[src/rtl/ctl_diag_seq_if.sv]
// Diagnostic function bus: front-end strobe/function code, EBUS read handshake,
// and decoded load/read enables with status back to the front end.
interface ctl_diag_seq_if #(
  parameter int NGRP   = 16,
  parameter int DATA_W = 36
);
  logic              diagStrobe;
  logic [0:6]        diagFunc;
  logic              ebusXfer;
  logic [0:DATA_W-1] ebusData;
  logic              clrErr;
  logic [0:NGRP-1]   ldPulse;
  logic [0:NGRP-1]   rdEn;
  logic              ebusDrive;
  logic [0:DATA_W-1] rdData;
  logic              done;
  logic              busy;
  logic              timeoutErr;
  logic              badFunc;

  modport master (
    output diagStrobe, diagFunc, ebusXfer, ebusData, clrErr,
    input  ldPulse, rdEn, ebusDrive, rdData, done, busy, timeoutErr, badFunc
  );

  modport slave (
    input  diagStrobe, diagFunc, ebusXfer, ebusData, clrErr,
    output ldPulse, rdEn, ebusDrive, rdData, done, busy, timeoutErr, badFunc
  );
endinterface

[src/rtl/ctl_diag_seq.sv]
// Diagnostic function sequencer: one synchronized strobe edge runs exactly one write pulse or EBUS read.
// Write ldPulse appears 3 cycles after the synchronized edge; reads wait up to TIMEOUT cycles for ebusXfer.
module ctl_diag_seq #(
  parameter int NGRP        = 16,
  parameter int DATA_W      = 36,
  parameter int SYNC_STAGES = 2,
  parameter int TIMEOUT     = 15
) (
  input  logic            clk,
  input  logic            rst_n,
  ctl_diag_seq_if.slave   bus
);

  localparam logic [2:0] ST_IDLE    = 3'd0;
  localparam logic [2:0] ST_DECODE  = 3'd1;
  localparam logic [2:0] ST_PULSE   = 3'd2;
  localparam logic [2:0] ST_RDWAIT  = 3'd3;
  localparam logic [2:0] ST_RDHOLD  = 3'd4;
  localparam logic [2:0] ST_WAITREL = 3'd5;

  localparam logic [4:0] NGRP_L  = 5'(NGRP);
  localparam logic [7:0] TO_LAST = 8'(TIMEOUT - 1);

  logic [SYNC_STAGES-1:0] sync_q, sync_d;
  logic [SYNC_STAGES-1:0] vld_q, vld_d;
  logic                   prev_q, prev_d;
  logic                   armed_q, armed_d;
  logic                   edge_q, edge_d;
  logic [2:0]             state_q, state_d;
  logic [0:6]             func_q, func_d;
  logic [7:0]             cnt_q, cnt_d;
  logic [0:DATA_W-1]      rd_data_q, rd_data_d;
  logic                   timeout_err_q, timeout_err_d;
  logic                   bad_func_q, bad_func_d;

  logic                   sync_out;
  logic                   vld_full;
  logic [3:0]             grp;
  logic                   grp_bad;
  logic                   set_to;
  logic                   set_bad;
  logic                   done_c;
  logic [0:NGRP-1]        ld_pulse;
  logic [0:NGRP-1]        rd_en;
  logic                   rd_act;

  assign sync_out = sync_q[SYNC_STAGES-1];
  assign vld_full = vld_q[SYNC_STAGES-1];
  assign grp      = func_q[0:3];
  assign grp_bad  = {1'b0, grp} >= NGRP_L;
  assign rd_act   = (state_q == ST_RDWAIT) || (state_q == ST_RDHOLD);

  // armed only after the chain holds real samples and has seen the strobe low,
  // so a strobe still high across reset is not mistaken for a fresh edge
  always_comb begin
    sync_d        = {sync_q[SYNC_STAGES-2:0], bus.diagStrobe};
    vld_d         = {vld_q[SYNC_STAGES-2:0], 1'b1};
    prev_d        = sync_out;
    armed_d       = armed_q | (vld_full & ~sync_out);
    edge_d        = armed_q & sync_out & ~prev_q;
    timeout_err_d = set_to  | (timeout_err_q & ~bus.clrErr);
    bad_func_d    = set_bad | (bad_func_q & ~bus.clrErr);
  end

  always_comb begin
    state_d   = state_q;
    func_d    = func_q;
    cnt_d     = cnt_q;
    rd_data_d = rd_data_q;
    set_to    = 1'b0;
    set_bad   = 1'b0;
    done_c    = 1'b0;
    case (state_q)
      ST_IDLE: begin
        if (edge_q) begin
          func_d  = bus.diagFunc;
          state_d = ST_DECODE;
        end
      end
      ST_DECODE: begin
        if (grp_bad) begin
          set_bad = 1'b1;
          done_c  = 1'b1;
          state_d = ST_WAITREL;
        end else if (!func_q[0]) begin
          state_d = ST_PULSE;
        end else begin
          cnt_d   = '0;
          state_d = ST_RDWAIT;
        end
      end
      ST_PULSE: begin
        done_c  = 1'b1;
        state_d = ST_WAITREL;
      end
      ST_RDWAIT: begin
        // an acknowledge on the final allowed cycle still completes the read
        if (bus.ebusXfer) begin
          rd_data_d = bus.ebusData;
          state_d   = ST_RDHOLD;
        end else if (cnt_q == TO_LAST) begin
          set_to  = 1'b1;
          done_c  = 1'b1;
          state_d = ST_WAITREL;
        end else begin
          cnt_d = cnt_q + 8'd1;
        end
      end
      ST_RDHOLD: begin
        done_c  = 1'b1;
        state_d = ST_WAITREL;
      end
      ST_WAITREL: begin
        if (!sync_out) state_d = ST_IDLE;
      end
      default: state_d = ST_IDLE;
    endcase
  end

  always_comb begin
    ld_pulse = '0;
    rd_en    = '0;
    for (int i = 0; i < NGRP; i++) begin
      ld_pulse[i] = (state_q == ST_PULSE) && (grp == 4'(i));
      rd_en[i]    = rd_act && (grp == 4'(i));
    end
  end

  always_ff @(posedge clk or negedge rst_n) begin
    if (!rst_n) begin
      sync_q        <= '0;
      vld_q         <= '0;
      prev_q        <= 1'b0;
      armed_q       <= 1'b0;
      edge_q        <= 1'b0;
      state_q       <= ST_IDLE;
      func_q        <= '0;
      cnt_q         <= '0;
      rd_data_q     <= '0;
      timeout_err_q <= 1'b0;
      bad_func_q    <= 1'b0;
    end else begin
      sync_q        <= sync_d;
      vld_q         <= vld_d;
      prev_q        <= prev_d;
      armed_q       <= armed_d;
      edge_q        <= edge_d;
      state_q       <= state_d;
      func_q        <= func_d;
      cnt_q         <= cnt_d;
      rd_data_q     <= rd_data_d;
      timeout_err_q <= timeout_err_d;
      bad_func_q    <= bad_func_d;
    end
  end

  assign bus.ldPulse    = ld_pulse;
  assign bus.rdEn       = rd_en;
  assign bus.ebusDrive  = rd_act;
  assign bus.rdData     = rd_data_q;
  assign bus.done       = done_c;
  assign bus.busy       = (state_q != ST_IDLE);
  assign bus.timeoutErr = timeout_err_q;
  assign bus.badFunc    = bad_func_q;

endmodule
[src/flat_wrapper.sv]
// flat-port wrapper written by rule: the top's interface ports become plain ports
module ctl_diag_seq_flat 
#(
  parameter int NGRP        = 16,
  parameter int DATA_W      = 36,
  parameter int SYNC_STAGES = 2,
  parameter int TIMEOUT     = 15
)
  (clk, rst_n, bus_diagStrobe, bus_diagFunc, bus_ebusXfer, bus_ebusData, bus_clrErr, bus_ldPulse, bus_rdEn, bus_ebusDrive, bus_rdData, bus_done, bus_busy, bus_timeoutErr, bus_badFunc);
  ctl_diag_seq_if #(.NGRP(NGRP), .DATA_W(DATA_W)) bus_i ();
  input  logic clk;
  input  logic rst_n;
  input wire logic [$bits(bus_i.diagStrobe)-1:0] bus_diagStrobe;
  input wire logic [$bits(bus_i.diagFunc)-1:0] bus_diagFunc;
  input wire logic [$bits(bus_i.ebusXfer)-1:0] bus_ebusXfer;
  input wire logic [$bits(bus_i.ebusData)-1:0] bus_ebusData;
  input wire logic [$bits(bus_i.clrErr)-1:0] bus_clrErr;
  output wire logic [$bits(bus_i.ldPulse)-1:0] bus_ldPulse;
  output wire logic [$bits(bus_i.rdEn)-1:0] bus_rdEn;
  output wire logic [$bits(bus_i.ebusDrive)-1:0] bus_ebusDrive;
  output wire logic [$bits(bus_i.rdData)-1:0] bus_rdData;
  output wire logic [$bits(bus_i.done)-1:0] bus_done;
  output wire logic [$bits(bus_i.busy)-1:0] bus_busy;
  output wire logic [$bits(bus_i.timeoutErr)-1:0] bus_timeoutErr;
  output wire logic [$bits(bus_i.badFunc)-1:0] bus_badFunc;
  assign bus_i.diagStrobe = bus_diagStrobe;
  assign bus_i.diagFunc = bus_diagFunc;
  assign bus_i.ebusXfer = bus_ebusXfer;
  assign bus_i.ebusData = bus_ebusData;
  assign bus_i.clrErr = bus_clrErr;
  assign bus_ldPulse = bus_i.ldPulse;
  assign bus_rdEn = bus_i.rdEn;
  assign bus_ebusDrive = bus_i.ebusDrive;
  assign bus_rdData = bus_i.rdData;
  assign bus_done = bus_i.done;
  assign bus_busy = bus_i.busy;
  assign bus_timeoutErr = bus_i.timeoutErr;
  assign bus_badFunc = bus_i.badFunc;
  ctl_diag_seq #(.NGRP(NGRP), .DATA_W(DATA_W), .SYNC_STAGES(SYNC_STAGES), .TIMEOUT(TIMEOUT)) u_core (.clk(clk), .rst_n(rst_n), .bus(bus_i));
endmodule
[config.mk]
export PLATFORM = sky130hd
export DESIGN_NAME = ctl_diag_seq_flat
export DESIGN_NICKNAME = d
export VERILOG_FILES = /design/src/rtl/ctl_diag_seq_if.sv /design/src/rtl/ctl_diag_seq.sv /design/src/flat_wrapper.sv
export SDC_FILE = /design/constraint.sdc
export NUM_CORES = 1
export LEC_CHECK = 0
export ABC_CLOCK_PERIOD_IN_PS = 2000
export CORE_UTILIZATION = 25
export CTS_CLUSTER_SIZE = 20
export DETAILED_ROUTE_END_ITERATION = 7
export GPL_ROUTABILITY_DRIVEN = 0
export MAX_ROUTING_LAYER = met4
export SYNTH_ARGS = -nofsm -noshare
export SYNTH_HDL_FRONTEND = slang
export SYNTH_SLANG_ARGS = --single-unit
[constraint.sdc]
create_clock -name clk -period 2 [get_ports clk]
set_clock_uncertainty 0.15 [all_clocks]
set_input_delay 0.4 -clock clk [delete_from_list [all_inputs] [get_ports clk]]
set_output_delay 0.4 -clock clk [all_outputs]
set_load 0.01 [all_outputs]
# Word-level counts from Yosys, hierarchy flattened
# Index checks and enable logic that the tools add are counted.
totals:
  out_inout_bits: 73
  register_bits: 63
  elab_cells: 105
  input_bits: 48
op_classes:
  mux: 14
  n_addsub: 1
  n_reduce_logical: 42
  eq_ne: 27
  bitwise: 10
op_table:
  columns: ["op", "count"]
  rows:
  - ["== test 4 bit (second input constant)", 8]
  - ["logical AND 1 bit", 32]
  - ["2-to-1 mux 8 bit", 3]
  - ["== test 4 x 3 -> 1 bit (second input constant)", 4]
  - ["one-hot mux 8 bit (2 select lines)", 1]
  - ["one-hot mux 3 bit (5 select lines)", 1]
  - ["2-to-1 mux 3 bit", 4]
  - ["adder 8 x 1 -> 8 bit (second input constant)", 1]
  - ["== test 4 x 2 -> 1 bit (second input constant)", 2]
  - ["== test 8 x 4 -> 1 bit (second input constant)", 1]
  - ["== test 3 x 2 -> 1 bit (second input constant)", 2]
  - ["== test 3 bit (second input constant)", 2]
  - ["inequality test 2 bit (second input constant)", 3]
  - ["AND 1 bit", 5]
  - ["== test 4 x 1 -> 1 bit (second input constant)", 1]
  - ["zero test 4 bit", 1]
  - ["2-to-1 mux 1 bit", 4]
  - ["inequality test 2 x 1 -> 1 bit (second input constant)", 2]
  - ["AND reduction 2 bit", 2]
  - ["AND reduction 4 bit", 1]
  - ["== test 3 x 1 -> 1 bit (second input constant)", 1]
  - ["zero test 3 bit", 1]
  - ["inequality test 3 bit (second input constant)", 1]
  - ["NOT 1 bit", 3]
  - ["other kinds (7)", 8]

# Depth between registers and ports, before layout
# Gate-level depths: netlist of the first run.
depth:
  ltp_word: 5
  mapped_depth: 7
  depth_no_buf: 6

# Worst setup path before layout of the first run
# Ideal clock, no wire load.
synth_timing:
  path_kind: "reg2out"
  from: "register u_core.state_q[1]"
  to: "output port bus_rdEn[12]"
  path_slack_ps: 15
  t_required_ps: 1450
  arrival_ps: 1435
  path_stages_with_launch: 5
  path_buffers: 0
  cell_sequence: "dfrtp_1 -> nand2b_1 -> o21ai_1 -> nand3_1 -> nor3_1"
synth_between:
  elab_chain_len: 3
  elab_cells_between_ends: 4
  cone_classes: "eq/ne: 2; reduce/logical: 2"
synth_lines:
  columns: ["item", "line", "rtl"]
  rows:
  - ["start, declared", "ctl_diag_seq.sv:29", "logic [2:0] state_q, state_d;"]
  - ["start signal, assigned", "ctl_diag_seq.sv:148", "state_q <= state_d;"]
  - ["== test 3 x 2 -> 1 bit / == test 3 bit (equally long branches)", "ctl_diag_seq.sv:51", "assign rd_act = (state_q == ST_RDWAIT) || (state_q == ST_RDHOLD);"]
  - ["logical OR 1 bit (*)", "ctl_diag_seq.sv:51", null]
  - ["net bus_ebusDrive", "flat_wrapper.sv:20", "output wire logic [$bits(bus_i.ebusDrive)-1:0] bus_ebusDrive;"]
  - ["logical AND 1 bit (*)", "ctl_diag_seq.sv:125", "rd_en[i] = rd_act && (grp == 4'(i));"]
  - ["end, declared", "flat_wrapper.sv:19", "output wire logic [$bits(bus_i.rdEn)-1:0] bus_rdEn;"]
# The timed path passes the listed nets; every way through them passes the cells marked *.

# Worst setup path after layout of the first run
layout_timing:
  from: "register u_core.cnt_q[0]"
  to: "output port bus_done"
layout_between:
  elab_chain_len: 4
layout_lines:
  columns: ["item", "line", "rtl"]
  rows:
  - ["start, declared", "ctl_diag_seq.sv:31", "logic [7:0] cnt_q, cnt_d;"]
  - ["start signal, assigned", "ctl_diag_seq.sv:150", "cnt_q <= cnt_d;"]
  - ["== test 8 x 4 -> 1 bit", "ctl_diag_seq.sv:101", "end else if (cnt_q == TO_LAST) begin"]
  - ["2-to-1 mux 1 bit", "ctl_diag_seq.sv:101", null]
  - ["2-to-1 mux 1 bit", "ctl_diag_seq.sv:98", "if (bus.ebusXfer) begin"]
  - ["one-hot mux 1 bit (2 select lines)", "ctl_diag_seq.sv:73", "case (state_q)"]
  - ["end, declared", "flat_wrapper.sv:22", "output wire logic [$bits(bus_i.done)-1:0] bus_done;"]
# No other way between the ends.

==> flow_metrics.env, run 1 <==
export IMPL_outcome="finished with violations"
export IMPL_violations="setup timing"
export IMPL_synth_area_um2=2673
export IMPL_die_area_um2=11110
export IMPL_path_buf_inv=2
export IMPL_ys_flop_type="dfrtp_1"
export IMPL_coreArea_um2=10320
export IMPL_dpl_cell_area_um2=4285
export IMPL_io_pins=121
export IMPL_path_class="reg -> out"
export IMPL_fin_nets=450
export IMPL_dieWidth_um=105.4
export IMPL_synth_seq_cells=60
export IMPL_stdcell_count=541
export IMPL_leakage_nw=2.126
export IMPL_die_h_um=105.4
export IMPL_insertion_delay_ns=0.33
export IMPL_drc=0
export IMPL_grt_pass1_vias=2410
export IMPL_setup_slack_ns=-0.2039
export IMPL_synth_avg_cell_area_um2=11.62
export IMPL_crit_path_start_kind="flop"
export IMPL_worstPathMaxFanout=2
export IMPL_dp_cells=512
export IMPL_track_usage_pct=13.43
export IMPL_diodes=0
export IMPL_p_per_area_nw_per_um2=1351
export IMPL_wl_per_cell_um=12.86
export IMPL_peakVddDrop_mv=0.6197
export IMPL_setup_viol=33
export IMPL_drive_gt1_share_pct=46.67
export IMPL_clockBufferDepth=2
export IMPL_crit_start="u_core.cnt_q[0]"
export IMPL_vias=2383
export IMPL_cts_buffers=9
export IMPL_grt_pass1_wl_mm=11.45
export IMPL_yosysSeqAreaShare_pct=56.18
export IMPL_fin_crit_ns=2.204
export IMPL_antenna_found_initial=0
export IMPL_path_delay_family="flip-flops"
export IMPL_hold_class="reg -> reg"
export IMPL_cts_tree="yes"
export IMPL_netlist_instances=230
export IMPL_hold_path_startpoint="u_core.vld_q[0]"
export IMPL_antenna_left=0
export IMPL_path_clk_slew_ns=0.07
export IMPL_cpPeakStageDelay_ns=0.38
export IMPL_r2r_start="u_core.cnt_q[0]"
export IMPL_rsz0062_at_grt="yes"
export IMPL_post_route_cell_area_um2=4758
export IMPL_routed_wirelength_mm=6.955
export IMPL_hold_path_cell_count=0
export IMPL_yosysWarnings=0
export IMPL_cp_depth=7
export IMPL_r2r_cells=8
export IMPL_drt_iter0_drc=63
export IMPL_cp_end_kind="output port"
export IMPL_finalMaxSlewViolations=0
export IMPL_required_ns=1.45
export IMPL_dr_pass1_iters=4
export IMPL_crit_chain="inv_1, ha_2, nor3b_4, nand3b_1, a21o_1, o21ai_1, buf_2"
export IMPL_cts_sinks=60
export IMPL_start_util_pct=25.89
export IMPL_syn_to_final_growth_pct=78.04
export IMPL_slowest_stage="dfrtp_1"
export IMPL_crit_arrival_ns=1.65
export IMPL_clockRootBuffer="clkbuf_8"
export IMPL_hold_viol=0
export IMPL_grt_ovfl_total=0
export IMPL_rows=37
export IMPL_clock_fmax_ghz=0.4537
export IMPL_period_share_pct=110.2
export IMPL_detailed_place_hpwl_mm=4.675
export IMPL_grt_max_degree=61
export IMPL_tns_ns=-2.302
export IMPL_cts_htree_levels=3
export IMPL_ys_async_sr_fraction_pct=100.0
export IMPL_synth_edf_count=0
export IMPL_avgViaCountPerCell=4.405
export IMPL_place_ws_ns=-0.3722
export IMPL_io_buffer_count=117
export IMPL_synth_cell_types=37
export IMPL_fin_hold_ws_ns=0.2002
export IMPL_cap_violations=0
export IMPL_syn_nets=280
## worst reg2reg max path: cells and delay by family, from the launching register on
| family | cells | cell delay, ns |
|---|---|---|
| AOI/OAI and AO/OA | 2 | 0.39 |
| DFF | 1 | 0.38 |
| buffers and inverters | 3 | 0.37 |
| and+or+nand+nor | 2 | 0.36 |
| adders and majority gates | 1 | 0.17 |
## area by class of cell
class	instances	area, µm²
sequential	60	1505
timing repair buffer	168	1480
clock inverter	3	67.56
inverter	5	18.77
clock buffer	13	168.9
fill	953	5565
multi-input combinational	156	1348
tap	136	170.2
## cells in the final DEF, fill, tap and decap left out, drive strengths merged
cell,synthesis,final
and4,1,1
nor2,29,29
inv,5,5
nand2,13,13
a31oi,3,3
a211o,1,1
o22ai,1,1
bufinv,0,2
clkdlybuf4s50,0,81
nor2b,1,1
a311o,1,1
nand3,12,12
dfrtp,60,60
nand3b,3,3
or3,3,3
nor3b,3,3
a21oi,2,2
mux2i,1,1
a211oi,1,1
and4bb,1,1
a21o,4,4
clkinvlp,0,1
buf,5,86
o21ai,10,10
mux2,40,40
clkbuf,4,13
dlygate4sd3,0,1
nor3,9,9
or2,1,1
and3,3,3
nand2b,10,10
ha,2,2
conb,1,1
## report_power, final
part           total (mW)  switching, mW  leakage, nW  internal (mW)
logic                3.16           1.36         1.28           1.80
clock network        1.28          0.471        0.116          0.805
registers            1.99          0.288        0.733           1.70
total                6.43           2.12         2.13           4.31
## cell usage after synthesis, types with 2 or more instances
| master | instances | share of area [%] |
|---|---|---|
| a31oi_1 | 3 | 0.70 |
| nand3_1 | 12 | 2.2 |
| nand3b_1 | 2 | 0.56 |
| o21ai_0 | 9 | 1.7 |
| dfrtp_1 | 60 | 56 |
| ha_1 | 2 | 0.94 |
| nand2_1 | 12 | 1.7 |
| nor2_2 | 2 | 0.47 |
| nand2b_1 | 10 | 2.3 |
| buf_2 | 4 | 0.75 |
| and3_1 | 3 | 0.70 |
| inv_1 | 5 | 0.70 |
| nor2_1 | 27 | 3.8 |
| mux2_1 | 4 | 1.7 |
| clkbuf_1 | 4 | 0.56 |
| mux2_2 | 36 | 15 |
| or3_1 | 3 | 0.70 |
| a21o_1 | 4 | 1.1 |
| nor3b_1 | 2 | 0.56 |
| nor3_1 | 8 | 1.5 |
| a21oi_1 | 2 | 0.37 |
## through the flow
| stage | utilization [%] | power [mW] |
|---|---|---|
| 2_1_floorplan | - | 3.174 |
| 3_3_place_gp | 41.51 | 4.718 |
| 3_5_place_dp | 41.51 | 4.763 |
| 4_1_cts | 45.07 | 6.346 |
| 5_1_grt | 46.09 | 6.816 |
| 6_report | 46.09 | 6.426 |
## sequential cells by signal, summed over array words and instances, names as in the netlist
register / count
u_core.edge_q: 1
u_core.sync_q: 2
u_core.prev_q: 1
u_core.armed_q: 1
u_core.cnt_q: 8
u_core.func_q: 4
u_core.bus.rdData: 36
u_core.bus.badFunc: 1
u_core.bus.timeoutErr: 1
u_core.state_q: 3
u_core.vld_q: 2
## timing repair
item,4_1_cts,5_1_grt
endpoints found under the setup margin,35,42
gates resized for setup,178,34
gates cloned,0,0
pin swaps,22,12
hold endpoints to repair,60,0
buffers inserted,14,3
hold buffers,1,0
## worst paths after layout
kind | to | slack [ns]
worst min register to register | u_core.vld_q[1] | 0.20
max in group asynchronous | u_core.state_q[1] | 0.96
worst min-delay path | u_core.vld_q[1] | 0.20
min in group asynchronous | u_core.bus.rdData[8] | 0.46
worst max-delay path | bus_done | -0.20
worst max register to register | u_core.cnt_q[5] | 0.05
## kinds of logic after synthesis
family | Yosys count | synth area share [%]
adder cells (fa/ha/maj) | 2 | 0.9362
buffers and inverters | 14 | 2.434
flip-flops | 60 | 56.18
other | 1 | 0.1403
AND/OR/NAND/NOR | 89 | 17.32
multiplexers | 41 | 17.23
AO/OA/AOI/OAI | 23 | 5.759
## routing by layer
layer | vias to the layer above | global-route usage [%] | part of all wire (%)
li1 | 1139 | - | -
met1 | 1126 | 15.86 | 43
met2 | 107 | 20.91 | 47
met3 | 11 | 5.195 | 8.7
met4 | 0 | 4.527 | 1.7
met5 | - | - | 0
Note: power is estimated with default switching activity, not from simulation.
==> run 2, diff against run 1 <==
Settings changed: DONT_BUFFER_PORTS set to 1, GPL_ROUTABILITY_DRIVEN 0 to not set.
==> run 2 against run 1 <==
  * The run still ends with setup timing left
  * Sequential share of layout area increased by 8.5 points
  * Critical path depth decreased by 1
  * Hold slack got worse by 0.15 ns
  * Clock power is 4% lower
  * Final cell count shrank 23%
  * Global-route usage decreased by 2.2 points
  * Total power fell by 14%
  * Die area is the same
  * Routed wire length shrank 10%
  * Sequential power increased by 16%
  * Critical endpoint is now bus_ldPulse[7]
  * Highest routed layer unchanged
==> flow_metrics.env, run 2 (synthesis gave the netlist of run 1 again) <==
export IMPL_routed_wirelength_mm=6.225
export IMPL_drive_gt1_share_pct=53.55
export IMPL_internal_power_mw=3.473
export IMPL_path_class="reg -> out"
export IMPL_largest_reg_flops=36
export IMPL_io_buffer_count=0
export IMPL_clockBufferDepth=2
export IMPL_grt_ovfl_total=0
export IMPL_violations="setup timing"
export IMPL_place_ws_ns=0.06693
export IMPL_setup_slack_ns=-0.2112
export IMPL_grt_pass1_vias=2034
export IMPL_required_ns=1.45
export IMPL_cp_end_kind="output port"
export IMPL_crit_path_start_kind="flop"
export IMPL_peakVddDrop_mv=0.5126
export IMPL_antenna_left=0
export IMPL_p_comb_share_pct=35.9
export IMPL_period_share_pct=110.6
export IMPL_track_usage_pct=11.22
export IMPL_rows=37
export IMPL_diodes=0
export IMPL_clock_fmax_ghz=0.4523
export IMPL_io_pins=121
export IMPL_vias=1974
export IMPL_wl_per_cell_um=14.89
export IMPL_seqCellArea_um2=1505
export IMPL_coreArea_um2=10320
export IMPL_start_util_pct=25.89
export IMPL_stdcell_count=418
export IMPL_die_h_um=105.4
export IMPL_dpl_cell_area_um2=2989
export IMPL_leakage_nw=1.600
export IMPL_final_common_cell="dfrtp_1"
export IMPL_dr_pass1_iters=4
export IMPL_top_layer_used="met4"
export IMPL_grt_pass1_wl_mm=9.404
export IMPL_p_per_area_nw_per_um2=1468
export IMPL_dp_cells=381
export IMPL_gp_congestion=0.7575
export IMPL_path_clk_slew_ns=0.07
export IMPL_rsz0062_at_grt="yes"
export IMPL_fin_nets=328
export IMPL_filler_cell_count=992
export IMPL_setup_viol=30
export IMPL_insertion_delay_ns=0.33
export IMPL_cts_tree="yes"
export IMPL_cts_htree_levels=3
export IMPL_hold_viol=0
export IMPL_wl_met2_mm=3.123
export IMPL_seq_power_share_pct=41.8
export IMPL_finalMaxSlewViolations=0
export IMPL_detailed_place_hpwl_mm=3.767
export IMPL_netSwitchingFraction_pct=36.85
export IMPL_pwr_share_clk_pct=22.3
export IMPL_dieWidth_um=105.4
export IMPL_cts_buffers=9
export IMPL_grt_max_degree=61
export IMPL_outcome="finished with violations"
export IMPL_antenna_found_initial=0
export IMPL_avgViaCountPerCell=4.722
export IMPL_multi_input_area_um2=1393
export IMPL_wl_met3_um=568
export IMPL_crit_arrival_ns=1.66
export IMPL_post_route_cell_area_um2=3747
export IMPL_die_area_um2=11110
export IMPL_syn_to_final_growth_pct=40.22
export IMPL_worstPathMaxFanout=4
export IMPL_clockRootBuffer="clkbuf_8"
export IMPL_drt_iter0_drc=54
export IMPL_rrSetupSlack_ns=0.02
export IMPL_m1WireLength_mm=2.379
export IMPL_layout_common_cells="57 x dfrtp_1, 36 x mux2_2, 32 x buf_4, 16 x nor2_4"
export IMPL_cts_sinks=60
export IMPL_cap_violations=0
export IMPL_p_sw_mw=2.027
export IMPL_hold_class="in -> reg"
export IMPL_drc=0
export IMPL_fin_crit_ns=2.211
-- run 2: cell types whose count changed in the layout (fill, tap and decap cells not counted), moves of 3 or more --
| cell | before | now |
|---|---|---|
| nor2_1 | 8 | 4 |
| buf_4 | 36 | 32 |
| nor2_4 | 4 | 16 |
| nand2b_1 | 6 | 3 |
| clkdlybuf4s50_1 | 81 | 0 |
| nor2_2 | 17 | 9 |
| buf_6 | 15 | 7 |
| buf_2 | 32 | 0 |
-- run 2: worst max-delay path: stages (launching register included) --
cell	delay, ns
dfrtp_2	0.44
buf_6	0.13
nor3b_2	0.15
buf_4	0.16
nand2b_2	0.13
nor3_2	0.17
buf_4	0.16
-- run 2: path summary, 6_finish.rpt --
kind	start	cells past startpoint	endpoint
setup / recovery	u_core.state_q[2]	6	bus_ldPulse[7]
hold / removal	bus_ebusData[10]	1	u_core.bus.rdData[25]
setup reg to reg	u_core.cnt_q[0]	9	u_core.cnt_q[5]
hold reg to reg	u_core.vld_q[0]	0	u_core.vld_q[1]
max in group asynchronous	rst_n	2	u_core.func_q[2]
min in group asynchronous	rst_n	2	u_core.bus.rdData[20]
-- run 2: what timing repair did --
item                                    in CTS  in global routing
gates resized for setup                     42                 38
hold endpoints to repair                    63                  0
hold buffers                                 4                  0
buffers inserted                             8                 11
pin swaps                                    8                  7
endpoints found under the setup margin      34                 40
cloned                                       0                  0
-- run 2: metrics by stage --
step | utilization (%) | total power, mW | setup TNS (ns) | hold WS [ns]
after floorplan | - | 3.174 | 0 | -0.04559
after global placement | 28.95 | 3.586 | 0 | -0.04407
after detailed placement | 28.95 | 3.633 | 0 | -0.04434
after CTS | 33.85 | 5.228 | -2.825 | 0.02002
after global routing | 36.30 | 5.845 | -5.754 | 0.01543
final | 36.30 | 5.500 | -2.943 | 0.04841
-- run 2: layout make-up --
type / instances / area share [%]
Sequential cell: 60 / 40.17
Multi-Input combinational cell: 156 / 37.16
Timing Repair Buffer: 46 / 11.65
Tap cell: 136 / 4.541
Clock buffer: 11 / 4.040
Clock inverter: 4 / 1.937
Inverter: 5 / 0.5008
-- run 2: power by group through the flow --
| stage | logic [mW] | registers, mW | clock network, mW |
|---|---|---|---|
| 6_report | 1.97 | 2.30 | 1.23 |
| 4_1_cts | 1.65 | 2.29 | 1.29 |
| 3_3_place_gp | 1.30 | 2.29 | 0 |
| 5_1_grt | 2.14 | 2.37 | 1.33 |
| 2_1_floorplan | 1.03 | 2.15 | 0 |
| 3_5_place_dp | 1.35 | 2.29 | 0 |
-- run 2: routing by layer --
metal	vias to the layer above	global-route usage (%)
met2	105	19.22
li1	894	-
met1	958	11.25
met4	0	5.433
met5	-	-
met3	17	4.205
==> run 3, diff against run 2 <==
Settings changed: ABC_AREA set to 1.
==> run 3 against run 2 <==
  * The run now ends clean
  * Critical path depth shrank 1
  * Hold slack lost 0.0093 ns
  * Area after synthesis increased by 3.6%
  * Final cell count rose by 21%
  * Via count increased by 15%
  * Global-route usage increased by 1.1 points
  * Setup slack better by 0.27 ns
  * Non-clock buffer count is 35 lower
  * Critical endpoint is now bus_rdEn[0]
  * Largest cell class unchanged
  * Largest power group unchanged
  * Highest routed layer unchanged
==> flow_metrics.env, run 3 <==
export IMPL_grt_pass1_vias=2194
export IMPL_io_buffer_count=0
export IMPL_dieWidth_um=107.2
export IMPL_grt_pass1_wl_mm=10.61
export IMPL_antenna_left=0
export IMPL_synth_most_common_cell="nand2_1"
export IMPL_dpl_cell_area_um2=2892
export IMPL_synth_area_leaders="dfrtp_1 54%, nand2_1 17%, nand3_1 8.7%"
export IMPL_synth_area_um2=2769
export IMPL_p_per_area_nw_per_um2=1406
export IMPL_required_ns=1.45
export IMPL_wl_per_cell_um=13.21
export IMPL_cts_htree_levels=3
export IMPL_clockRootBuffer="clkbuf_8"
export IMPL_crit_arrival_ns=1.39
export IMPL_layout_common_cells="122 x nand2_1, 57 x dfrtp_1, 48 x nand3_1, 24 x nor2_2, 23 x nor2_1"
export IMPL_synth_top_cell_area_share_pct=54.23
export IMPL_post_route_cell_area_um2=3322
export IMPL_synth_edf_count=0
export IMPL_coreArea_um2=10790
export IMPL_synth_avg_cell_area_um2=7.911
export IMPL_yosys_area_top_type="dfrtp_1"
export IMPL_detailed_place_hpwl_mm=4.506
export IMPL_filler_cell_count=1142
export IMPL_grt_max_degree=61
export IMPL_gp_congestion=0.8185
export IMPL_cts_buffers=9
export IMPL_setup_viol=0
export IMPL_finalMaxSlewViolations=0
export IMPL_clockBufferDepth=2
export IMPL_outcome="finished clean"
export IMPL_insertion_delay_ns=0.33
export IMPL_peakVddDrop_mv=0.6793
export IMPL_total_power_mw=4.672
export IMPL_synth_seq_cells=60
export IMPL_diodes=0
export IMPL_worstPathMaxFanout=16
export IMPL_syn_nets=400
export IMPL_fin_hold_ws_ns=0.03909
export IMPL_crit_path_start_kind="flop"
export IMPL_hold_viol=0
export IMPL_rows=38
export IMPL_largest_reg_flops=36
export IMPL_fin_nets=410
export IMPL_path_class="reg -> out"
export IMPL_fin_crit_ns=1.942
export IMPL_syn_to_final_growth_pct=19.97
export IMPL_grt_ovfl_total=0
export IMPL_ys_async_sr_fraction_pct=100.0
export IMPL_slowest_stage="dfrtp_2"
export IMPL_vias=2279
export IMPL_cts_sinks=60
export IMPL_leakage_nw=1.566
export IMPL_cts_tree="yes"
export IMPL_final_common_cell="nand2_1"
export IMPL_drt_iter0_drc=76
export IMPL_track_usage_pct=12.32
export IMPL_yosysWarnings=0
export IMPL_synth_common_cells="125 x nand2_1, 60 x dfrtp_1, 52 x nor2_1"
export IMPL_cap_violations=0
export IMPL_antenna_found_initial=0
export IMPL_cp_end_kind="output port"
export IMPL_drc=0
export IMPL_path_clk_slew_ns=0.07
export IMPL_rsz0062_at_grt="yes"
export IMPL_cpPeakStageDelay_ns=0.46
export IMPL_start_util_pct=25.66
export IMPL_synth_cell_types=26
export IMPL_rrSetupSlack_ns=0.26
export IMPL_avgViaCountPerCell=4.522
export IMPL_period_share_pct=97.11
export IMPL_die_h_um=107.2
export IMPL_io_pins=121
export IMPL_ys_flop_type="dfrtp_1"
export IMPL_yosysSeqAreaShare_pct=54.23
export IMPL_drive_gt1_share_pct=18.68
export IMPL_netlist_instances=350
export IMPL_hold_class="in -> reg"
export IMPL_die_area_um2=11500
export IMPL_crit_chain="nor2_4, nand2_1, nand2_4, inv_6, nor2_2"
export IMPL_clock_fmax_ghz=0.5149
export IMPL_dr_pass1_iters=4
export IMPL_routed_wirelength_mm=6.660
-- run 3: changes by cell type in the layout (fill, tap and decap cells not counted), sizes merged, moves of 4 or more --
cell    change
nand3      +39
nand2b     -10
buf        -35
inv        +17
nor3        -5
mux2       -40
a21o        -4
nor2       +24
nand2     +114
-- run 3: routing by layer --
metal / share of wire, % / GRT usage (%)
met1: 41 / 13.55
met3: 9.5 / 3.951
met4: 1.7 / 5.284
met5: 0 / -
met2: 48 / 20.51
-- run 3: cell type report --
class	instances	area [µm²]	area share, %
well taps	140	175.2	5.273
flip-flops and latches	60	1505	45.31
clock inverters	2	35.03	1.055
clock buffers	13	148.9	4.482
inverters	22	92.59	2.787
multi-input cells	256	1255	37.78
repair buffers	11	110.1	3.315
-- run 3: final timing paths --
check	startpoint	to	cells past startpoint
min reg2reg	u_core.vld_q[0]	u_core.vld_q[1]	0
min	bus_clrErr	u_core.bus.timeoutErr	1
max	u_core.state_q[0]	bus_rdEn[0]	5
max in group asynchronous	rst_n	u_core.state_q[1]	2
max reg2reg	u_core.state_q[2]	u_core.bus.rdData[0]	7
min in group asynchronous	rst_n	u_core.bus.rdData[0]	2
-- run 3: metrics by stage --
step                      util (%)  setup TNS (ns)  std cells  setup WS [ns]
after floorplan                  -               0        350         0.2409
after CTS                    29.85      -0.0003606        501     -0.0003606
final                        30.78               0        504        0.05775
after global placement       26.79               0        479         0.2469
after global routing         30.78         -0.2417        504       -0.02794
after detailed placement     26.79               0        479         0.2297
-- run 3: timing repair --
item	CTS	global route
gates cloned	1	0
hold endpoints to repair	62	0
pin swaps	1	1
setup buffers	2	3
hold buffers	4	0
endpoints found under the setup margin	33	63
gates resized for setup	24	26
-- run 3: cell families after synthesis --
| logic type | share of synthesized area [%] |
|---|---|
| other | 0.1354 |
| buffers and inverters | 5.513 |
| xor gates and xnor gates | 1.265 |
| adders and majority gates | 0.9036 |
| DFF | 54.23 |
| and+or+nand+nor | 35.70 |
| AOI/OAI and AO/OA | 2.259 |
-- run 3: critical path: cells and delay by family, from the launching register on --
| kind | cells | cell delay, ns |
|---|---|---|
| buf+inv | 1 | 0.10 |
| flops | 1 | 0.46 |
| simple gates | 4 | 0.51 |
-- run 3: power by group --
part | switching (mW) | total (mW) | internal, mW
clock | 0.448 | 1.05 | 0.603
sequential | 0.539 | 2.18 | 1.64
combinational | 0.990 | 1.44 | 0.454
total | 1.98 | 4.67 | 2.70
==> patch 1: new RTL, flow settings as in run 3 <==
`DATA_W` is set to 36 in 3 places; all go to 72.
--- a/src/rtl/ctl_diag_seq_if.sv
+++ b/src/rtl/ctl_diag_seq_if.sv
@@ -2,7 +2,7 @@
 // and decoded load/read enables with status back to the front end.
 interface ctl_diag_seq_if #(
   parameter int NGRP   = 16,
-  parameter int DATA_W = 36
+  parameter int DATA_W = 72
 );
   logic              diagStrobe;
   logic [0:6]        diagFunc;
--- a/src/rtl/ctl_diag_seq.sv
+++ b/src/rtl/ctl_diag_seq.sv
@@ -2,7 +2,7 @@
 // Write ldPulse appears 3 cycles after the synchronized edge; reads wait up to TIMEOUT cycles for ebusXfer.
 module ctl_diag_seq #(
   parameter int NGRP        = 16,
-  parameter int DATA_W      = 36,
+  parameter int DATA_W      = 72,
   parameter int SYNC_STAGES = 2,
   parameter int TIMEOUT     = 15
 ) (
--- a/src/flat_wrapper.sv
+++ b/src/flat_wrapper.sv
@@ -2,7 +2,7 @@
 module ctl_diag_seq_flat 
 #(
   parameter int NGRP        = 16,
-  parameter int DATA_W      = 36,
+  parameter int DATA_W      = 72,
   parameter int SYNC_STAGES = 2,
   parameter int TIMEOUT     = 15
 )
Interface: changed (resized bus_ebusData and bus_rdData); port bits go from 121 to 193. No check against the original RTL was run, so the function may have changed too.
==> patch 1 against run 3 <==
The flow now finishes with violations (negative hold slack, negative setup slack); global-route usage is 0.57 points higher; synthesized cell count is 48% higher; area after synthesis is 52% higher; design area is 55% higher; setup slack worse by 0.10 ns; wire length is 64% higher; sequential cell count is 36 higher; power is 64% higher; largest cell class unchanged.
==> patch 1: results (changes against run 3) <==
| Metric | Value | vs run 3 |
| --- | --- | --- |
| R2R Setup Slk | 0.12 ns | was 0.26 ns |
| Number of hold violations in the final report | 96 | was 0 |
| Run status | finished, violations left | was finished clean |
| Post-DP HPWL | 6.92 mm | was 4.51 mm |
| Setup violation total in the final timing report | 16 | was 0 |
| Number of inserted filler cells in the final layout | 1,731 | was 1,142 |
| Post-synthesis cell type count | 22 | was 26 |
| Number of hold-repair buffers added at the cts stage | 2 | was 4 |
| Peak supply drop | 0.000748 V | was 0.000679 V |
| Clock root buffer | sky130_fd_sc_hd__clkbuf_16 | was sky130_fd_sc_hd__clkbuf_8 |
| Overall routed net length | 10.9 mm | was 6.66 mm |
| Share of final-layout standard cells stronger than drive strength 1 | 17.9% | was 18.7% |
| Avg WL per Cell | 14.5 um | was 13.2 um |
| Class of the tightest hold or removal check | input pin to async pin | was input pin to flop |
| Gr usage total | 12.9% | was 12.3% |
| Worst setup path endpoint | bus_rdEn[12] | was bus_rdEn[0] |
| Total Nets Final | 612 | was 410 |
| Syn Nets | 604 | was 400 |
| RePlAce Congestion | 0.798 | was 0.819 |
| Signal arrival time at the worst endpoint | 1.49 ns | was 1.39 ns |
| Violated checks | negative hold slack, negative setup slack |  |
| Maximum number of pins on one net before global-route repair | 97 | was 61 |
| Largest register FFs | 72 | was 36 |
| Setup slack after placement | 0.157 ns | was 0.230 ns |
| Synth top area cells | sky130_fd_sc_hd__dfrtp_1 57%, sky130_fd_sc_hd__nand2_1 18%, sky130_fd_sc_hd__nand3_1 11% | was sky130_fd_sc_hd__dfrtp_1 54%, sky130_fd_sc_hd__nand2_1 17%, sky130_fd_sc_hd__nand3_1 8.7% |
| Post-route setup slack | -0.0443 ns | was 0.0577 ns |
| Wire length on met3 | 752 um | was 630 um |
| Switching Share | 40.4% | was 42.3% |
| Worst Reg-to-Reg Cells | 10 | was 7 |
| M1 wire length | 4.79 mm | was 2.73 mm |
| Via/cell ratio | 4.51 | was 4.52 |
| First drt pass iteration count | 5 | was 4 |
| Worst r2r dst | u_core.cnt_q[3] | was u_core.bus.rdData[0] |
| Number of DRC markers in iteration 0 | 145 | was 76 |
| WHS | -0.405 ns | was 0.0391 ns |
| Delay of the slowest cell on the worst path | 0.43 ns | was 0.46 ns |
==> patch 1: repair_timing <==
action / 4_1_cts / 5_1_grt
hold endpoints to repair: 98 / 96
resized for setup: 49 / 29
setup buffers: 10 / 2
endpoints found under the setup margin: 18 / 33
gates cloned: 0 / 2
pin swaps: 3 / 2
==> patch 1: cell families (layout without fill, tap and decap cells) <==
logic type	count (synthesis)	in the layout	synth area share (%)
other	1	1	0.0893
AOI/OAI and AO/OA	13	13	1.55
and+or+nand+nor	353	353	35.1
adders and majority gates	2	2	0.596
xor gates and xnor gates	1	1	0.209
DFF	96	96	57.2
buffers and inverters	52	65	5.24
==> patch 1: worst register-to-register path: cells and delay by family, from the launching register on <==
family	cells	cell delay (ns)
flops	1	0.43
simple gates	4	0.38
compound gates	1	0.08
buf+inv	5	0.72
==> patch 1: area by class of cell <==
class	count	area [um^2]	area share, %
sequential	96	2410	46.9
multi-input combinational	370	1810	35.2
tap	220	275	5.36
clock buffer	12	267	5.19
timing repair buffer	23	220	4.29
inverter	26	104	2.02
clock inverter	4	51.3	1.00
==> patch 1: through the flow <==
stage                     cell area, um^2  total power (uW)  hold WS, ns
after CTS                            5030              7590       -0.428
after detailed placement             4430              5330      -0.0435
final                                5130              7680       -0.405
after global placement               4430              5270      -0.0430
after floorplan                      4200              4810      -0.0456
after global routing                 5130              8210       -0.436
==> patch 1: power groups by stage <==
stage	combinational (uW)	clock [uW]	sequential [uW]
after global placement	1630	0	3640
after floorplan	1380	0	3440
after detailed placement	1710	0	3620
after global routing	2550	1950	3720
final	2220	1820	3630
after CTS	2090	1890	3610
==> patch 1: routing by layer <==
layer,global-route usage [%],up-vias
li1,-,1642
met1,15.4,1594
met2,20.4,138
met3,4.24,12
met4,4.13,0
met5,-,-
==> patch 2: new RTL, settings of run 3 <==
Without the edit above. Reset style: synchronous (`rst_n`), changed in one clocked block.
--- a/src/rtl/ctl_diag_seq.sv
+++ b/src/rtl/ctl_diag_seq.sv
@@ -126,7 +126,7 @@
     end
   end
 
-  always_ff @(posedge clk or negedge rst_n) begin
+  always_ff @(posedge clk) begin
     if (!rst_n) begin
       sync_q        <= '0;
       vld_q         <= '0;
Formal check against the unedited RTL: differs if rst_n is asserted again (counterexample within 10 cycles, from zero or initial values and one cycle with rst_n low); with rst_n held inactive, the same outputs for 10 cycles.
==> patch 2 against run 3 <==
Non-clock buffer count is 6 higher; worst hold slack worse by 0.016 ns; design area is 4.4% higher; via count is 6.1% higher; wire length is 2.1% higher; area after synthesis is 3.4% lower; count of clock-buffer cells in the layout is 3 lower; sequential cell count stayed put; setup slack worse by 0.041 ns; critical path type unchanged.
Power is not compared: it rests on default switching activity, and its combinational part moved more than twofold at a synthesized area within 25%.
==> patch 2: results (changes against run 3) <==
| Metric | Value | vs run 3 |
| --- | --- | --- |
| Run status | finished clean | unchanged |
| Share of final-layout standard cells stronger than drive strength 1 | 23.4% | was 18.7% |
| Worst min-delay path startpoint | rst_n | was bus_clrErr |
| First-pass GRT wire length | 10.5 mm | was 10.6 mm |
| XOR/XNOR Fraction of Synth Area | 0% | was 1.27% |
| Syn Nets | 434 | was 400 |
| Worst reg2reg startpoint | u_core.cnt_q[0] | was u_core.state_q[2] |
| Number of DRC markers in iteration 0 | 132 | was 76 |
| Endpoint of the worst hold-timing path | u_core.sync_q[0] | was u_core.bus.timeoutErr |
| Master of the slowest instance on the critical path | sky130_fd_sc_hd__dfxtp_4 | was sky130_fd_sc_hd__dfrtp_2 |
| Sequential area share after synthesis | 44.9% | was 54.2% |
| Area share of fa/ha/maj cells after synthesis | 0.935% | was 0.904% |
| Top cell types by occurrence after synthesis | 96 x sky130_fd_sc_hd__nand2_1, 60 x sky130_fd_sc_hd__dfxtp_1, 50 x sky130_fd_sc_hd__nor2_1, 48 x sky130_fd_sc_hd__nand3_1, 47 x sky130_fd_sc_hd__a21oi_1 | was 125 x sky130_fd_sc_hd__nand2_1, 60 x sky130_fd_sc_hd__dfrtp_1, 52 x sky130_fd_sc_hd__nor2_1, 48 x sky130_fd_sc_hd__nand3_1, 19 x sky130_fd_sc_hd__inv_1 |
| Highest fanout seen on the critical path | 7 | was 16 |
| Fraction of the mapped netlist area in compound gates | 11.4% | was 2.26% |
| Via/cell ratio | 4.53 | was 4.52 |
| Delay of the slowest cell on the worst path | 0.37 ns | was 0.46 ns |
| Gr usage total | 12.3% | about the same |
| Share of synthesized flip-flops with an asynchronous set or reset | 0% | was 100% |
| Cells after Synth | 384 | was 350 |
| Inst Count DP | 508 | was 479 |
| Synth top area cells | sky130_fd_sc_hd__dfxtp_1 45%, sky130_fd_sc_hd__nand2_1 13%, sky130_fd_sc_hd__nand3_1 9.0% | was sky130_fd_sc_hd__dfrtp_1 54%, sky130_fd_sc_hd__nand2_1 17%, sky130_fd_sc_hd__nand3_1 8.7% |
| Maximum number of pins on one net before global-route repair | 39 | was 61 |
| Signal arrival time at the worst endpoint | 1.43 ns | was 1.39 ns |
| Post-route setup slack | 0.0167 ns | was 0.0577 ns |
| Total Nets Final | 443 | was 410 |
| Post-DP HPWL | 4.48 mm | was 4.51 mm |
-- patch 2: cell families (layout without fill, tap and decap cells) --
kind of cell	count (synthesis)	in the layout
AND/OR/NAND/NOR	211	211
AO/OA/AOI/OAI	58	58
flip-flops	60	60
buffers and inverters	53	67
adder cells (fa/ha/maj)	2	2
-- patch 2: power groups by stage --
stage / registers (uW) / clock network, uW / logic, uW
finish: 1210 / 1340 / 60.9
global route: 1210 / 1450 / 67.5
CTS: 1210 / 1390 / 52.9
detailed placement: 1230 / 0 / 46.0
global placement: 1230 / 0 / 45.0
floorplan: 1230 / 0 / 48.8
-- patch 2: timing repair --
action	in CTS	in global routing
hold endpoints to repair	4	0
gates resized for setup	29	57
pin swaps	1	3
gates cloned	1	0
hold buffers	2	0
buffers inserted	3	4
endpoints found under the setup margin	33	33
-- patch 2: worst max-delay path, delay by kind of cell (launching register included) --
kind / cells / cell delay (ns)
simple gates: 4 / 0.44
flops: 1 / 0.37
buf+inv: 2 / 0.28
-- patch 2: routing by layer --
layer	GRT usage, %	vias to the layer above	wire length (um)	part of all wire [%]
li1	-	1248	-	-
met1	14.0	1089	2950	43
met2	19.7	73	3400	50
met3	4.64	8	377	5.5
met4	4.12	0	72	1.1
met5	-	-	0	0
-- patch 2: how the worst max path moves through the flow --
| stage | startpoint | endpoint |
|---|---|---|
| global placement | u_core.state_q[0] | bus_rdEn[13] |
| finish | u_core.state_q[1] | bus_rdEn[2] |
| CTS | u_core.state_q[2] | bus_ldPulse[2] |
| detailed placement | u_core.state_q[0] | bus_rdEn[15] |
| global route | u_core.state_q[1] | bus_rdEn[4] |
| floorplan | u_core.state_q[0] | bus_rdEn[0] |
-- patch 2: cell type report --
type	instances	area (um^2)	share of cell area, %
clock buffers	10	138	3.97
clock inverters	6	111	3.21
inverters	33	130	3.75
multi-input cells	271	1520	43.8
flip-flops and latches	60	1210	34.9
well taps	136	170	4.91
repair buffers	17	183	5.27
repair inverters	1	7.51	0.216
-- patch 2: stage by stage --
step | cell area (um^2) | power, uW
3_5_place_dp | 2810 | 1280
6_report | 3470 | 2610
5_1_grt | 3470 | 2730
2_1_floorplan | 2680 | 1280
3_3_place_gp | 2810 | 1280
4_1_cts | 3220 | 2650
